### config.mk
export PLATFORM = sky130hd
export DESIGN_NAME = ball_motion_engine
export DESIGN_NICKNAME = d
export VERILOG_FILES = /design/src/rtl/ball_motion_engine.sv
export SDC_FILE = /design/constraint.sdc
export NUM_CORES = 1
export LEC_CHECK = 0
export ABC_CLOCK_PERIOD_IN_PS = 6020
export CORE_MARGIN = 4
export CORE_UTILIZATION = 40
export CTS_BUF_LIST = sky130_fd_sc_hd__clkbuf_8
export DETAILED_ROUTE_END_ITERATION = 8
export GPL_ROUTABILITY_DRIVEN = 0
export PLACE_DENSITY = 0.62
export REMOVE_ABC_BUFFERS = 1
export SYNTH_ARGS = -nofsm -noshare
export SYNTH_HDL_FRONTEND = slang
export SYNTH_SLANG_ARGS = --single-unit
### constraint.sdc
create_clock -name clk -period 6.02 [get_ports clk]
set_input_delay 0.903 -clock clk [delete_from_list [all_inputs] [get_ports clk]]
set_output_delay 0.903 -clock clk [all_outputs]
set_load 0.01 [all_outputs]
### src/rtl/ball_motion_engine.sv
// Ball position/heading engine for the ping-pong playfield: 16-heading stepping,
// wall reflection, left/right miss detection. `BALL_SPEEDUP_EN adds speed-up on paddle hits.
module ball_motion_engine #(
    parameter int COORD_W   = 13,
    parameter int FRAC_BITS = 2,
    parameter int SPEED_W   = 3,
    parameter int X_MIN     = 10,
    parameter int X_MAX     = 630,
    parameter int Y_MIN     = 10,
    parameter int Y_MAX     = 470
) (
    input  logic               clk,
    input  logic               rst,
    input  logic               move,
    input  logic               serve,
    input  logic [3:0]         serve_dir,
    input  logic [SPEED_W-1:0] speed_in,
    input  logic               dir_load,
    input  logic [3:0]         dir_in,
    output logic [COORD_W-1:0] x_out,
    output logic [COORD_W-1:0] y_out,
    output logic [3:0]         dir_out,
    output logic               in_play,
    output logic               bounce,
    output logic               miss_l,
    output logic               miss_r
);
    localparam int CW = COORD_W + 2;
    localparam logic [COORD_W-1:0] X_CTR = COORD_W'(((X_MIN + X_MAX) / 2) << FRAC_BITS);
    localparam logic [COORD_W-1:0] Y_CTR = COORD_W'(((Y_MIN + Y_MAX) / 2) << FRAC_BITS);
    localparam logic signed [CW-1:0] XL = CW'(X_MIN << FRAC_BITS);
    localparam logic signed [CW-1:0] XH = CW'(X_MAX << FRAC_BITS);
    localparam logic signed [CW-1:0] YL = CW'(Y_MIN << FRAC_BITS);
    localparam logic signed [CW-1:0] YH = CW'(Y_MAX << FRAC_BITS);
    localparam logic [SPEED_W-1:0] SPD_MAX = {SPEED_W{1'b1}};

    typedef enum logic [1:0] {S_IDLE, S_PLAY, S_OUT} state_t;

    state_t              r_state, w_state_next;
    logic [COORD_W-1:0]  r_x, r_y;
    logic [3:0]          r_dir;
    logic [SPEED_W-1:0]  r_speed;
    logic                r_bounce, r_miss_l, r_miss_r;

    logic [3:0]          w_head;
    logic signed [3:0]   w_dx4, w_dy4;
    logic signed [CW-1:0] w_spd, w_nx, w_ny, w_ny_clamp;
    logic                w_x_lo, w_x_hi, w_y_lo, w_y_hi;

    always_comb begin
        w_head = dir_load ? dir_in : r_dir;
        w_dx4  = 4'sd0;
        w_dy4  = 4'sd0;
        case (w_head)
            4'd0:  begin w_dx4 =  4'sd0; w_dy4 = -4'sd4; end
            4'd1:  begin w_dx4 =  4'sd1; w_dy4 = -4'sd3; end
            4'd2:  begin w_dx4 =  4'sd2; w_dy4 = -4'sd2; end
            4'd3:  begin w_dx4 =  4'sd3; w_dy4 = -4'sd1; end
            4'd4:  begin w_dx4 =  4'sd4; w_dy4 =  4'sd0; end
            4'd5:  begin w_dx4 =  4'sd3; w_dy4 =  4'sd1; end
            4'd6:  begin w_dx4 =  4'sd2; w_dy4 =  4'sd2; end
            4'd7:  begin w_dx4 =  4'sd1; w_dy4 =  4'sd3; end
            4'd8:  begin w_dx4 =  4'sd0; w_dy4 =  4'sd4; end
            4'd9:  begin w_dx4 = -4'sd1; w_dy4 =  4'sd3; end
            4'd10: begin w_dx4 = -4'sd2; w_dy4 =  4'sd2; end
            4'd11: begin w_dx4 = -4'sd3; w_dy4 =  4'sd1; end
            4'd12: begin w_dx4 = -4'sd4; w_dy4 =  4'sd0; end
            4'd13: begin w_dx4 = -4'sd3; w_dy4 = -4'sd1; end
            4'd14: begin w_dx4 = -4'sd2; w_dy4 = -4'sd2; end
            default: begin w_dx4 = -4'sd1; w_dy4 = -4'sd3; end
        endcase
        // Signed arithmetic with two guard bits so an underflow below zero reads as negative
        w_spd  = $signed({{(CW - SPEED_W){1'b0}}, r_speed});
        w_nx   = $signed({2'b00, r_x}) + CW'(w_dx4) * w_spd;
        w_ny   = $signed({2'b00, r_y}) + CW'(w_dy4) * w_spd;
        w_x_lo = (w_nx < XL);
        w_x_hi = (w_nx > XH);
        w_y_lo = (w_ny < YL);
        w_y_hi = (w_ny > YH);
        w_ny_clamp = w_y_lo ? YL : (w_y_hi ? YH : w_ny);

        w_state_next = r_state;
        if (serve)
            w_state_next = S_PLAY;
        else if (r_state == S_PLAY && move && (w_x_lo || w_x_hi))
            w_state_next = S_OUT;
    end

    always_ff @(posedge clk) begin
        if (rst) begin
            r_state  <= S_IDLE;
            r_x      <= X_CTR;
            r_y      <= Y_CTR;
            r_dir    <= 4'd0;
            r_speed  <= '0;
            r_bounce <= 1'b0;
            r_miss_l <= 1'b0;
            r_miss_r <= 1'b0;
        end else begin
            r_state  <= w_state_next;
            r_bounce <= 1'b0;
            r_miss_l <= 1'b0;
            r_miss_r <= 1'b0;
            if (serve) begin
                r_x     <= X_CTR;
                r_y     <= Y_CTR;
                r_dir   <= serve_dir;
                r_speed <= speed_in;
            end else if (r_state == S_PLAY) begin
                if (move) begin
                    r_dir <= w_head;
                    if (w_x_lo || w_x_hi) begin
                        // Miss wins over a simultaneous wall hit: no reflection this step
                        r_x      <= w_x_lo ? XL[COORD_W-1:0] : XH[COORD_W-1:0];
                        r_y      <= w_ny_clamp[COORD_W-1:0];
                        r_miss_l <= w_x_lo;
                        r_miss_r <= w_x_hi;
                    end else begin
                        r_x <= w_nx[COORD_W-1:0];
                        r_y <= w_ny_clamp[COORD_W-1:0];
                        if (w_y_lo || w_y_hi) begin
                            r_dir    <= 4'd8 - w_head;
                            r_bounce <= 1'b1;
                        end
                    end
                end else if (dir_load) begin
                    r_dir <= dir_in;
                end
`ifdef BALL_SPEEDUP_EN
                if (dir_load && r_speed != SPD_MAX)
                    r_speed <= r_speed + 1'b1;
`endif
            end
        end
    end

    assign x_out   = r_x;
    assign y_out   = r_y;
    assign dir_out = r_dir;
    assign in_play = (r_state == S_PLAY);
    assign bounce  = r_bounce;
    assign miss_l  = r_miss_l;
    assign miss_r  = r_miss_r;
endmodule

==> impl_metrics.ini <==
[timing]
setup_ws_ns = 0.1513
max_slew_margin = 0.4897
worstMarginPinSlew_ns = 0.7627
drv_slew = 0
hold_violations = 0
setup_viol = 0
fin_tns_setup_ns = 0
layout_worst_path_cycle_share = 0.9749
min_period_ns = 5.869
hold_slack_ns = 0.4784
clock.fmax_ghz = 0.1704
skew_ns = 0.007274

[min_path]
min_path_cells = 2
hp-class = reg2reg
min_to = x_out[4]
min_from = x_out[4]

[clocking]
cts_buffers = 5
clk_latency_ns = 0.31
htree_levels = 2
path_clk_slew_ns = 0.09
clk_path_buf_depth = 2
cts_hold_buffers = 0
clock-sinks = 38
cts-root-buf = clkbuf_8
cts_tree = done

[critical_path]
crit_required_ns = 6.22
r2r-start = dir_out[0]
endpoint_kind = flip-flop
r2r_slack_ns = 0.72
ff2ff_path_depth = 22
cp.arrival_ns = 6.07
crit_type = in2reg
start_kind = input port
timing.rr.end = dir_out[3]
worstPathMaxFanout = 6

[placed_design]
placed_cell_area_um2 = 5944
hpwl_um = 10010
io_buffers = 49
placed_cells = 812
dp_slack_ns = -0.8109

[logic_synthesis]
ys_warn_count = 0
synthArstFlopShare = 0
synth_top_cells_by_area = dfxtp_1 17%, ha_1 15%, fa_1 14%
synth_flop_cell = dfxtp_1
avgSynthCellArea_um2 = 8.545
yosysMostFrequentCell = inv_1
syn_area_um2 = 4512
synth.largest_area_cell = dfxtp_1
yosysSeqAreaShare = 0.1686
synthTopCellsByCount = 62 x inv_1, 53 x ha_1, 38 x dfxtp_1, 37 x nand2_1, 33 x a21oi_1
synth_cells = 528
synth_edf_count = 0
ys_ff_latch = 38
yosys.area.top_type_share = 0.1686
ys_types = 72

[global_route]
grt_pass1_vias = 4371
grt_util_met1 = 0.2554
grt_overflow_total = 0
grt_pass1_wl_um = 20810
grt_usage = 0.1943
use_met2 = 0.3326
grt_max_degree = 25
top_usage_layer = met2
antenna_found_initial = 0
grtUsageMet3 = 0.03436

[detailed_routing]
first_iter_violations = 173
dr.pass1.iters = 4
final_antenna_net_count = 0
drc = 0
via_per_inst = 5.256
vias = 4368
wl_per_cell_um = 15.63
postRouteWirelength_um = 12990

[floorplanning]
die_h_um = 114.2
core_um2 = 10940
dieArea_um2 = 13040
die_w_um = 114.2
start_util = 0.4126
fp-row-count = 38
io-pin-count = 50

[layout]
syn2layout_area_growth_pct = 43.84
final_cells = 831
finalInstanceArea_um2 = 6490
drive_gt1_frac = 0.3082
antenna_cells = 0
final_util = 0.5935
layout.nets = 791

[status]
status = finished, final reports clean

[power_and_ir_drop]
peakVddDrop_v = 0.00009183
p_leak_nw = 3.010
p_per_area_nw_per_um2 = 191.7
finalPower_mw = 1.244

[flow_run]
max-cap-violations = 0
[power by group]
| part | total, mW | leakage [nW] | internal (mW) | switching, mW |
|---|---|---|---|---|
| combinational | 0.771 | 2.65 | 0.399 | 0.372 |
| clock | 0.203 | 0.0472 | 0.0924 | 0.111 |
| sequential | 0.270 | 0.309 | 0.260 | 0.00985 |
| total | 1.24 | 3.01 | 0.751 | 0.493 |
[layout by cell type (no fill, tap or decap), types with 4 or more instances in the layout]
| master | instances |
|---|---|
| a21o_1 | 9 |
| xor2_1 | 9 |
| clkdlybuf4s50_1 | 46 |
| nand2_1 | 35 |
| ha_4 | 8 |
| nor3b_1 | 7 |
| or2_2 | 4 |
| nand2b_1 | 4 |
| nor2_1 | 30 |
| o21ai_0 | 6 |
| buf_4 | 119 |
| inv_1 | 60 |
| and3_1 | 12 |
| a211oi_1 | 6 |
| ha_2 | 4 |
| a21oi_1 | 26 |
| mux2i_1 | 8 |
| clkbuf_8 | 6 |
| dfxtp_1 | 38 |
| and2_1 | 13 |
| ha_1 | 41 |
| or3_1 | 4 |
| a211oi_4 | 4 |
| o211ai_1 | 7 |
| o21ai_2 | 5 |
| xnor2_1 | 9 |
| a21oi_2 | 8 |
| fa_1 | 31 |
| nand3_1 | 8 |
| nor3_1 | 18 |
| o21ai_1 | 5 |
| nor2b_1 | 10 |
[how the worst max path moves through the flow]
stage,startpoint,to,slack [ns]
after detailed placement,dir_load,dir_out[2],-0.81
after global placement,dir_load,dir_out[2],-0.53
after CTS,dir_in[0],dir_out[3],0.001
after floorplan,dir_load,dir_out[3],0.06
final,dir_in[2],dir_out[3],0.15
after global routing,dir_in[2],dir_out[3],-0.02
[cells by family (layout without fill, tap and decap cells)]
kind of cell / count (synthesis) / count (layout) / synth area share
AO/OA/AOI/OAI: 121 / 121 / 0.1986
XOR/XNOR: 19 / 19 / 0.03688
adder cells (fa/ha/maj): 85 / 85 / 0.2890
buffers and inverters: 77 / 240 / 0.06461
flip-flops: 38 / 38 / 0.1686
multiplexers: 12 / 12 / 0.02690
AND/OR/NAND/NOR: 176 / 176 / 0.2155
[cell type report]
cell class / count / area (um2)
clock inverters: 2 / 12.51
well taps: 140 / 175.2
clock buffers: 6 / 82.58
inverters: 62 / 232.7
repair buffers: 170 / 1406
flip-flops and latches: 38 / 760.7
fillers: 966 / 4446
multi-input cells: 413 / 3820
[worst max-delay path: stages]
cell and delay [ns]:
clkdlybuf4s50_1 0.40, mux2i_1 0.16, buf_4 0.19, inv_1 0.05, ha_1 0.19, a21o_1 0.19, and2_1 0.17, ha_1 0.29
fa_1 0.52, inv_1 0.06, fa_1 0.50, inv_1 0.06, ha_4 0.32, a21oi_4 0.07, buf_4 0.13, buf_4 0.13
a211o_1 0.28, a31oi_2 0.21, and2_4 0.21, and4b_4 0.21, a21oi_4 0.23, a211oi_4 0.09, and3_1 0.17, or3_1 0.36
[what timing repair did]
item / CTS / global route
gates cloned: 0 / 0
pin swaps: 9 / 42
endpoints found under the setup margin: 27 / 28
hold endpoints to repair: 0 / 0
setup buffers: 3 / 8
gates resized for setup: 19 / 61
[state kept, by name, indices dropped and copies added, names as in the netlist]
signal	flops
bounce	1
dir_out	4
miss_l	1
miss_r	1
r_speed	3
r_state	2
x_out	13
y_out	13
[routing by layer]
layer / up-vias / part of all wire
li1: 2176 / -
met1: 2100 / 0.45
met2: 80 / 0.50
met5: - / 0
met4: 0 / 0.014
met3: 12 / 0.039
Power figures use the tool's default switching activity.
